File: src/rtl/lag_traffic_sink_pkg.sv
// Shared types and helpers for the LAG traffic sink.
//   flit_t       : ejected flit (control, ids, debug/inject metadata)
//   sink_state_t : per-channel packet reassembly state
//   sink_err_t   : error codes reported by the sink (0 = none)
package lag_traffic_sink_pkg;

  typedef struct packed {
    logic valid;
    logic head;
    logic tail;
  } flit_control_t;

  typedef struct packed {
    logic [3:0]  xdest;
    logic [3:0]  ydest;
    logic [31:0] inject_time;
  } flit_debug_t;

  typedef struct packed {
    flit_control_t control;
    logic [15:0]   packet_id;
    logic [7:0]    flit_id;
    flit_debug_t   debug;
  } flit_t;

  typedef enum logic {
    StIdle,
    StBody
  } sink_state_t;

  typedef enum logic [2:0] {
    ErrNone       = 3'd0,
    ErrNoHead     = 3'd1,
    ErrHeadInBody = 3'd2,
    ErrSeq        = 3'd3,
    ErrDest       = 3'd4,
    ErrPktId      = 3'd5,
    ErrNotReady   = 3'd6,
    ErrTailId     = 3'd7
  } sink_err_t;

  // Per-channel LFSR seed; forced odd so it is never the all-zero lock-up state.
  function automatic logic [15:0] lfsr_seed(input int unsigned idx);
    return 16'((idx + 32'd1) * 32'h1D3) | 16'h0001;
  endfunction

  // 16-bit maximal Fibonacci LFSR, taps x^16 + x^14 + x^13 + x^11 + 1.
  function automatic logic [15:0] lfsr_next(input logic [15:0] s);
    return {s[14:0], s[15] ^ s[13] ^ s[12] ^ s[10]};
  endfunction

  // ready is asserted when the 7-bit LFSR sample is at or above this value.
  function automatic int unsigned stall_threshold(input int unsigned pct);
    return (pct * 32'd128) / 32'd100;
  endfunction

endpackage

File: src/rtl/lag_traffic_sink_pl_checker.sv
// Per-channel packet checker for the LAG traffic sink.
// Tracks one packet at a time on its channel: sequence of flit ids, packet id,
// destination and tail id, and reports completion or the error code.
//   clk, rst_n  : clock, synchronous active-low reset
//   accept      : this channel is selected and ready this cycle
//   flit        : the ejected flit (valid qualifies it together with accept)
//   complete    : packet finished this cycle
//   drop        : flit discarded (not counted as received)
//   err         : error code for this flit, ErrNone if clean
//   start_time  : inject_time of the completing packet
module lag_traffic_sink_pl_checker
  import lag_traffic_sink_pkg::*;
#(
  parameter int unsigned xpos          = 0,
  parameter int unsigned ypos          = 0,
  parameter int unsigned packet_length = 3
) (
  input  logic        clk,
  input  logic        rst_n,
  input  logic        accept,
  input  flit_t       flit,
  output logic        complete,
  output logic        drop,
  output sink_err_t   err,
  output logic [31:0] start_time
);

  localparam logic [3:0] XPos   = 4'(xpos);
  localparam logic [3:0] YPos   = 4'(ypos);
  localparam logic [7:0] PktLen = 8'(packet_length);

  sink_state_t state_q, state_d;
  logic [7:0]  exp_q, exp_d;
  logic [15:0] pid_q, pid_d;
  logic [31:0] inj_q, inj_d;

  logic take;
  logic dest_bad;
  logic tail_bad;

  assign take     = accept & flit.control.valid;
  assign dest_bad = (flit.debug.xdest != XPos) || (flit.debug.ydest != YPos);
  assign tail_bad = flit.control.tail && (flit.flit_id != PktLen);

  always_ff @(posedge clk) begin
    if (!rst_n) begin
      state_q <= StIdle;
      exp_q   <= 8'd0;
      pid_q   <= 16'd0;
      inj_q   <= 32'd0;
    end else begin
      state_q <= state_d;
      exp_q   <= exp_d;
      pid_q   <= pid_d;
      inj_q   <= inj_d;
    end
  end

  always_comb begin
    state_d    = state_q;
    exp_d      = exp_q;
    pid_d      = pid_q;
    inj_d      = inj_q;
    complete   = 1'b0;
    drop       = 1'b0;
    err        = ErrNone;
    start_time = inj_q;

    if (take) begin
      if (flit.control.head) begin
        // A head in BODY abandons the old packet and is adopted as a new one.
        if (state_q == StBody) err = ErrHeadInBody;
        if (dest_bad || tail_bad) begin
          drop    = 1'b1;
          state_d = StIdle;
          if (err == ErrNone) err = dest_bad ? ErrDest : ErrTailId;
        end else if (flit.control.tail) begin
          complete   = 1'b1;
          start_time = flit.debug.inject_time;
          state_d    = StIdle;
        end else begin
          state_d = StBody;
          pid_d   = flit.packet_id;
          exp_d   = 8'd2;
          inj_d   = flit.debug.inject_time;
        end
      end else if (state_q == StIdle) begin
        err  = ErrNoHead;
        drop = 1'b1;
      end else begin
        if (dest_bad)                       err = ErrDest;
        else if (flit.packet_id != pid_q)   err = ErrPktId;
        else if (flit.flit_id != exp_q)     err = ErrSeq;
        else if (tail_bad)                  err = ErrTailId;

        if (err != ErrNone) begin
          drop    = 1'b1;
          state_d = StIdle;
        end else begin
          exp_d = exp_q + 8'd1;
          if (flit.control.tail) begin
            complete = 1'b1;
            state_d  = StIdle;
          end
        end
      end
    end
  end

endmodule

File: src/rtl/lag_traffic_sink.sv
// LAG network traffic sink: accepts ejected flits, checks packet framing per
// channel, and keeps packet/flit/latency statistics plus a sticky first error.
// Back-pressure per channel comes from an LFSR compared against stall_pct.
//   clk, rst_n       : clock, synchronous active-low reset
//   flit_in, in_pl   : ejected flit and its channel index
//   ready            : registered per-channel sink-ready
//   packets_received : completed packets (mod 2^32)
//   flits_received   : accepted, non-dropped flits (mod 2^32)
//   latency_sum      : sum of packet latencies (mod 2^48)
//   latency_max      : largest packet latency
//   error/error_code : sticky error flag and the first error code
module lag_traffic_sink
  import lag_traffic_sink_pkg::*;
#(
  parameter int unsigned nv            = 4,
  parameter int unsigned xpos          = 0,
  parameter int unsigned ypos          = 0,
  parameter int unsigned packet_length = 3,
  parameter int unsigned stall_pct     = 0
) (
  input  logic                                    clk,
  input  logic                                    rst_n,
  input  flit_t                                   flit_in,
  input  logic [((nv > 1) ? $clog2(nv) : 1)-1:0] in_pl,
  output logic [nv-1:0]                           ready,
  output logic [31:0]                             packets_received,
  output logic [31:0]                             flits_received,
  output logic [47:0]                             latency_sum,
  output logic [31:0]                             latency_max,
  output logic                                    error,
  output logic [2:0]                              error_code
);

  localparam int unsigned PlW    = (nv > 1) ? $clog2(nv) : 1;
  localparam int unsigned Thresh = stall_threshold(stall_pct);

  logic [31:0] sys_time_q;
  logic [nv-1:0] ready_q, ready_d;
  logic [31:0] pkts_q, flits_q, lat_max_q;
  logic [47:0] lat_sum_q;
  logic        error_q;
  logic [2:0]  error_code_q;

  logic          ready_sel;
  logic          accept;
  logic          not_ready;
  logic [nv-1:0] acc_v, complete_v, drop_v;
  sink_err_t     err_v   [nv];
  logic [31:0]   start_v [nv];

  logic        any_complete;
  logic        any_drop;
  logic [2:0]  err_or;
  logic [31:0] start_sel;
  logic [31:0] latency;
  logic [2:0]  cyc_err;

  // Out-of-range channel indices read as not-ready.
  always_comb begin
    ready_sel = 1'b0;
    for (int i = 0; i < int'(nv); i++) begin
      if (in_pl == PlW'(i)) ready_sel = ready_q[i];
    end
  end

  assign accept    = flit_in.control.valid & ready_sel;
  assign not_ready = flit_in.control.valid & ~ready_sel;

  for (genvar g = 0; g < int'(nv); g++) begin : gen_pl
    logic [15:0] lfsr_q;

    always_ff @(posedge clk) begin
      if (!rst_n) lfsr_q <= lfsr_seed(g);
      else        lfsr_q <= lfsr_next(lfsr_q);
    end

    assign ready_d[g] = 32'(lfsr_q[6:0]) >= Thresh;
    assign acc_v[g]   = accept && (in_pl == PlW'(g));

    lag_traffic_sink_pl_checker #(
      .xpos          (xpos),
      .ypos          (ypos),
      .packet_length (packet_length)
    ) u_checker (
      .clk        (clk),
      .rst_n      (rst_n),
      .accept     (acc_v[g]),
      .flit       (flit_in),
      .complete   (complete_v[g]),
      .drop       (drop_v[g]),
      .err        (err_v[g]),
      .start_time (start_v[g])
    );
  end

  // Only the addressed channel can report anything, so OR-merging is exact.
  always_comb begin
    any_complete = |complete_v;
    any_drop     = |drop_v;
    err_or       = 3'd0;
    start_sel    = 32'd0;
    for (int i = 0; i < int'(nv); i++) begin
      err_or = err_or | 3'(err_v[i]);
      if (complete_v[i]) start_sel = start_sel | start_v[i];
    end
    latency = sys_time_q - start_sel;
    cyc_err = not_ready ? 3'(ErrNotReady) : err_or;
  end

  always_ff @(posedge clk) begin
    if (!rst_n) begin
      sys_time_q   <= 32'd0;
      ready_q      <= '0;
      pkts_q       <= 32'd0;
      flits_q      <= 32'd0;
      lat_sum_q    <= 48'd0;
      lat_max_q    <= 32'd0;
      error_q      <= 1'b0;
      error_code_q <= 3'd0;
    end else begin
      sys_time_q <= sys_time_q + 32'd1;
      ready_q    <= ready_d;
      if (accept && !any_drop) flits_q <= flits_q + 32'd1;
      if (any_complete) begin
        pkts_q    <= pkts_q + 32'd1;
        lat_sum_q <= lat_sum_q + {16'd0, latency};
        if (latency > lat_max_q) lat_max_q <= latency;
      end
      if (!error_q && (cyc_err != 3'd0)) begin
        error_q      <= 1'b1;
        error_code_q <= cyc_err;
      end
    end
  end

  assign ready            = ready_q;
  assign packets_received = pkts_q;
  assign flits_received   = flits_q;
  assign latency_sum      = lat_sum_q;
  assign latency_max      = lat_max_q;
  assign error            = error_q;
  assign error_code       = error_code_q;

endmodule

File: config.mk
export PLATFORM = sky130hd
export DESIGN_NAME = lag_traffic_sink
export DESIGN_NICKNAME = d
export VERILOG_FILES = /design/src/rtl/lag_traffic_sink_pkg.sv /design/src/rtl/lag_traffic_sink_pl_checker.sv /design/src/rtl/lag_traffic_sink.sv
export SDC_FILE = /design/constraint.sdc
export NUM_CORES = 1
export LEC_CHECK = 0
export CORE_MARGIN = 10
export CORE_UTILIZATION = 40
export DETAILED_ROUTE_END_ITERATION = 10
export GPL_ROUTABILITY_DRIVEN = 1
export PLACE_DENSITY = 0.71
export SLEW_MARGIN = 30
export SYNTH_ARGS = -nofsm -noshare
export SYNTH_HDL_FRONTEND = slang
export SYNTH_SLANG_ARGS = --single-unit
File: constraint.sdc
create_clock -name clk -period 18.17 [get_ports clk]
set_clock_uncertainty 0.15 [all_clocks]
set_input_delay 3.634 -clock clk [delete_from_list [all_inputs] [get_ports clk]]
set_output_delay 3.634 -clock clk [all_outputs]
set_load 0.05 [all_outputs]
=== Word level (Yosys, flattened, before mapping) ===
Index checks and enable logic that the tools add are counted.

* Register bits: 412
* Latch bits: 0
* Memory bits (writable): 0
* ROM bits: 0
* Input port bits: 71
* Memories: 0

* Add/subtract/negate cells: 9
* Multiply operators: 0
* Divide/modulo/power cells: 0
* Order comparisons: 1
* Equal/unequal tests: 18
* Shifts and indexed selects: 0
* Muxes and demuxes: 147
* Bitwise gates (word level): 15
* Reduce and logical (&&, ||, !) cells: 38

{| class="wikitable"
|+ Operators with widths
! kind !! count
|-
| 2-to-1 mux 32 bit || 20
|-
| 2-to-1 mux 3 bit || 54
|-
| 2-to-1 mux 8 bit || 14
|-
| adder 32 x 1 -> 32 bit, second input constant || 3
|-
| OR 32 bit || 3
|-
| != test 16 bit || 4
|-
| 2-to-1 mux 1 bit || 53
|-
| adder 48 x 32 -> 48 bit || 1
|-
| adder 8 x 1 -> 8 bit, second input constant || 4
|-
| greater-than comparator 32 bit || 1
|-
| != test 8 bit || 4
|-
| subtractor 32 bit || 1
|-
| AND reduction 5 bit || 4
|-
| AND reduction 4 bit || 4
|-
| nonzero test 3 bit || 5
|-
| zero test 3 bit || 4
|-
| != test 2 bit, second input constant || 6
|-
| 2-to-1 mux 2 bit || 5
|-
| OR 3 bit || 3
|-
| != test 8 x 2 -> 1 bit, second input constant || 1
|-
| nonzero test 2 bit || 4
|-
| nonzero test 4 bit || 2
|-
| OR reduction 4 bit || 2
|-
| logical AND 1 bit || 7
|-
| 9 further kinds || 19
|}

=== Depth between registers and ports, before layout ===
* Depth in word-level cells: 24
* Gate-level depth with buffers: 34
* Mapped depth without buffers: 28

=== Cells and area by module ===
A second synthesis with hierarchy kept.

* Cells, all modules: 3001
* Area, all modules: 24234.5 um^2

{| class="wikitable"
|+ By module, submodules not included
! module !! times used !! cells an instance !! area an instance (um^2) !! sequential area each (um^2)
|-
| lag_traffic_sink_pl_checker || 4 || 380 || 3089.2 || 1141.1
|-
| lag_traffic_sink || 1 || 1481 || 11877.6 || 3623.5
|}

=== Worst setup path after synthesis ===
No wires, ideal clock.

* Path type: in2reg
* Start point: input port flit_in[45] (netlist bit)
* End point: register lat_sum_q[37] (netlist: latency_sum[37])
* Setup time: 120 ps
* Data arrival time: 10196 ps
* Required time: 17900 ps
* Setup slack: 7704 ps
* Stages: 28
* Path through: clkbuf_1 > or4_1 > o21a_1 > buf_2 > nor4_4 > clkbuf_1 > mux2i_1 > o22ai_1 > nor3_1 > ha_1 > a21oi_1 > nor2b_1 > a21o_1 > a21boi_0 > o31a_1 > o2111a_1 > or4_1 > and2_1 > ha_1 > a21o_1 > nand3_1 > o2bb2ai_1 > o21a_1 > a211oi_1 > nor3_1 > a21oi_1 > nand4_1 > mux2i_1

* Cells in the longest elaborated chain, start to end: 23

{| class="wikitable"
|+ RTL lines
! element !! RTL line !! source
|-
| start: declaration || lag_traffic_sink.sv:23 || <nowiki>input flit_t flit_in,</nowiki>
|-
| != test 8 x 2 -> 1 bit || lag_traffic_sink_pl_checker.sv:43 || <nowiki>assign tail_bad = flit.control.tail && (flit.flit_id != PktLen);</nowiki>
|-
| logical AND 1 bit || lag_traffic_sink_pl_checker.sv:43 ||
|-
| 2-to-1 mux 3 bit || lag_traffic_sink_pl_checker.sv:94 || <nowiki>else if (tail_bad) err = ErrTailId;</nowiki>
|-
| 2-to-1 mux 3 bit || lag_traffic_sink_pl_checker.sv:93 || <nowiki>else if (flit.flit_id != exp_q) err = ErrSeq;</nowiki>
|-
| 2-to-1 mux 3 bit || lag_traffic_sink_pl_checker.sv:92 || <nowiki>else if (flit.packet_id != pid_q) err = ErrPktId;</nowiki>
|-
| 2-to-1 mux 3 bit || lag_traffic_sink_pl_checker.sv:91 || <nowiki>if (dest_bad) err = ErrDest;</nowiki>
|-
| 2-to-1 mux 3 bit || lag_traffic_sink_pl_checker.sv:87 || <nowiki>end else if (state_q == StIdle) begin</nowiki>
|-
| 2-to-1 mux 3 bit || lag_traffic_sink_pl_checker.sv:70 || <nowiki>if (flit.control.head) begin</nowiki>
|-
| [... 8 more ...] || -- ||
|-
| 2-to-1 mux 32 bit || lag_traffic_sink.sv:104 || <nowiki>if (complete_v[i]) start_sel = start_sel | start_v[i];</nowiki>
|-
| OR 32 bit || lag_traffic_sink.sv:104 ||
|-
| 2-to-1 mux 32 bit || lag_traffic_sink.sv:104 ||
|-
| OR 32 bit || lag_traffic_sink.sv:104 ||
|-
| 2-to-1 mux 32 bit (*) || lag_traffic_sink.sv:104 ||
|-
| subtractor 32 bit (*) || lag_traffic_sink.sv:106 || <nowiki>latency = sys_time_q - start_sel;</nowiki>
|-
| named net latency[14] || lag_traffic_sink.sv:55 || <nowiki>logic [31:0] latency;</nowiki>
|-
| adder 48 x 32 -> 48 bit (*) || lag_traffic_sink.sv:126 || <nowiki>lat_sum_q <= lat_sum_q + {16'd0, latency};</nowiki>
|-
| end signal: assignment || lag_traffic_sink.sv:126 ||
|-
| end: declaration || lag_traffic_sink.sv:40 || <nowiki>logic [47:0] lat_sum_q;</nowiki>
|}

The timed path passes the listed nets; every way through them passes the cells marked *. The select of a mux whose other input is x is not followed.
A chain may end at the register's enable or synchronous reset.

=== Worst setup path in the final report ===
* Start point: input port flit_in[59] (netlist bit)
* End point: register lat_sum_q[42] (netlist: latency_sum[42])

* Cells in the longest elaborated chain, start to end: 20

{| class="wikitable"
|+ RTL lines
! element !! RTL line !! source
|-
| != test 16 bit || lag_traffic_sink_pl_checker.sv:92 ||
|-
| 2-to-1 mux 3 bit || lag_traffic_sink_pl_checker.sv:92 ||
|-
| 2-to-1 mux 3 bit || lag_traffic_sink_pl_checker.sv:91 ||
|-
| 2-to-1 mux 3 bit || lag_traffic_sink_pl_checker.sv:87 ||
|-
| 2-to-1 mux 3 bit || lag_traffic_sink_pl_checker.sv:70 ||
|-
| 2-to-1 mux 3 bit || lag_traffic_sink_pl_checker.sv:69 || <nowiki>if (take) begin</nowiki>
|-
| nonzero test 3 bit || lag_traffic_sink_pl_checker.sv:96 || <nowiki>if (err != ErrNone) begin</nowiki>
|-
| 2-to-1 mux 1 bit || lag_traffic_sink_pl_checker.sv:96 ||
|-
| [... 5 more ...] || -- ||
|-
| 2-to-1 mux 32 bit || lag_traffic_sink.sv:104 ||
|-
| OR 32 bit || lag_traffic_sink.sv:104 ||
|-
| 2-to-1 mux 32 bit || lag_traffic_sink.sv:104 ||
|-
| OR 32 bit || lag_traffic_sink.sv:104 ||
|-
| 2-to-1 mux 32 bit (*) || lag_traffic_sink.sv:104 ||
|-
| subtractor 32 bit (*) || lag_traffic_sink.sv:106 ||
|-
| named net latency[12] || lag_traffic_sink.sv:55 ||
|-
| adder 48 x 32 -> 48 bit (*) || lag_traffic_sink.sv:126 ||
|}

Marks and branches as above.

==> metrics.txt <==
outcome=finished clean; drt total wl=68.7 mm; count leader, synth=nand2_1; drt first-iter violations=~1,900; Synth area leaders=dfxtp_1 (35%), nand2_1 (11%), a21oi_1 (8.0%); Largest stage delay, worst path=~0.68 ns; asr flop ratio synth=0; Setup Viol. Count Final=0; die height=262 µm; synthesis-to-layout area growth=18.4%; final core utilization=0.479; arrival time at the worst endpoint=between 10 and 15 ns; fin crit period=11.66 ns; DRC Markers=0; crit path max fanout=31; CP Launch Type=primary input; Final Cell Area=about 0.028 mm²; vias in the first global route=between 15,000 and 20,000; Die ar.=0.0685 mm²; fin crit share=0.642; HP Class=register to register; EDFF count, synth=0; R2R setup slack=9.90 ns; cts bufs inserted=47; H-tree depth=2; clock slew seen by the registers of the worst setup and hold paths=roughly 0.06 ns; num ports=223; final net count=3,342; Leak Pwr=0.00986 µW; DP Area=0.0260 mm²; global route overflow=0; syn_area_per_cell=roughly 7.6 µm²; mapped cell area=0.0234 mm²; Post-CTS Setup Bufs=0; final hold viol count=0; Worst Setup End Kind=register; Clock Tree Root=clkbuf_16; Final Power=2080 µW; vias per cell=5.47; VDD IR max=0.0628 mV; Yosys top cell area share=0.350; Synthesis Warnings=0; gr usage total=0.191; CP required=18.54 ns; Port Buffers=222; hpwl dp=~47 mm; final cell count without fillers=about 4,000; row count=88; Die W=262 µm; Pwr Density=75.2 mW/mm²; Inst Count DP=slightly below 4,000; Antenna Nets Post-Route=0; Synth Instances=3,089; Syn Nets=3,266; Slew Viols, Final=0; top cells by count, synth=nand2_1 (667), dfxtp_1 (409), a21oi_1 (372); Slowest cell on crit path=nor4_1; worst-margin pin slew=between 0.9 and 1 ns; RSZ-0062 raised after global routing=no; first-pass GRT wire length=between 100 and 150 mm; register bit total from synthesis=409; layout cells sized above 1=0.0440; TNS Setup=0 ns; clk sink count=409; critical path type=primary input to register; First-pass DRT Iterations=6; Rel. slew slack=0.360; Vias=21,700; Longest Clk Path Bufs=3; Core Region=0.0578 mm²; Skew-Pair Late Insertion Delay=0.62 ns; library cells used by synthesis=a little under 70; CTS tree=built; Starting Density=0.404; post_cts resized=0; Top FF cell, synth=dfxtp_1; WL/cell=17.3 µm; max cap viols=0; Routability Congestion=0.924; sequential element share of the synthesized area=0.350; Yosys top cell by area=dfxtp_1; f_max=between 80 and 90 MHz; antenna violations before repair=6; largest net degree at the start of global routing=approximately 230; Antenna Diode Count=0; cts hold-fix bufs=0
[flip-flops by register name (all words and copies together) (netlist names), 32 cells and up]
name,cells
latency_max,32
packets_received,32
gen_pl.u_checker.pid_q,64
gen_pl.u_checker.inj_q,128
flits_received,32
gen_pl.u_checker.exp_q,32
latency_sum,48
sys_time_q,32
[cell usage in the layout (no fill, tap or decap), drive strengths merged, types with 69 or more instances in the layout]
| master | instances |
|---|---|
| nor3 | 80 |
| mux2i | 105 |
| nor2 | 216 |
| o21ai | 69 |
| clkdlybuf4s50 | 221 |
| ha | 104 |
| a21oi | 372 |
| xnor2 | 109 |
| nand2 | 667 |
| dfxtp | 409 |
| inv | 84 |
| xor2 | 137 |
[logic make-up (layout without fill, tap and decap cells)]
logic type	Yosys count	count (layout)	share of synthesized area
compound gates	648	648	0.163
xor+xnor	246	246	0.0922
fa+ha+maj	106	106	0.0574
buf+inv	307	422	0.0504
flops	409	409	0.350
mux	107	107	0.0459
simple gates	1266	1266	0.241
[through the flow]
stage / setup slack, ns / hold slack, ns
after CTS: 6.69 / 0.302
after global placement: 6.20 / 0.289
final: 6.51 / 0.300
after detailed placement: 6.09 / 0.293
after floorplan: 7.70 / 0.276
after global routing: 5.84 / 0.318
[final timing paths]
path / start / to / cells past startpoint
setup / recovery: flit_in[59] / latency_sum[42] / 29
hold / removal: gen_pl[1].u_checker.inj_q[7] / gen_pl[1].u_checker.inj_q[7] / 2
setup reg to reg: gen_pl[0].u_checker.pid_q[11] / latency_sum[42] / 28
hold reg to reg: gen_pl[1].u_checker.inj_q[7] / gen_pl[1].u_checker.inj_q[7] / 2
[critical path, delay by kind of cell]
| kind | cells | cell delay, ns |
|---|---|---|
| xor gates and xnor gates | 1 | 0.24 |
| and+or+nand+nor | 10 | 3.22 |
| adders and majority gates | 3 | 0.75 |
| buffers and inverters | 2 | 0.87 |
| AOI/OAI and AO/OA | 13 | 3.29 |
[layer usage]
layer | GRT usage | up-vias | wire length (µm)
met5 | 0 | - | 77
met4 | 0.0477 | 12 | 1340
met3 | 0.0393 | 106 | 5200
met2 | 0.304 | 677 | 30800
met1 | 0.260 | 10200 | 31200
li1 | - | 10800 | -
[where the power goes]
| group | total [µW] | internal (µW) | switching (µW) | leakage, µW |
|---|---|---|---|---|
| sequential | 900 | 898 | 1.90 | 0.00329 |
| combinational | 170 | 63.3 | 107 | 0.00574 |
| clock | 1010 | 598 | 412 | 0.000819 |
[layout make-up]
type / instances / area [µm²]
clock buffers: 63 / 1350
clock inverters: 25 / 329
fillers: 5647 / 30100
inverters: 83 / 319
multi-input cells: 2373 / 14100
flip-flops and latches: 409 / 8190
well taps: 765 / 957
repair buffers: 251 / 2470
Power figures use the tool's default switching activity.
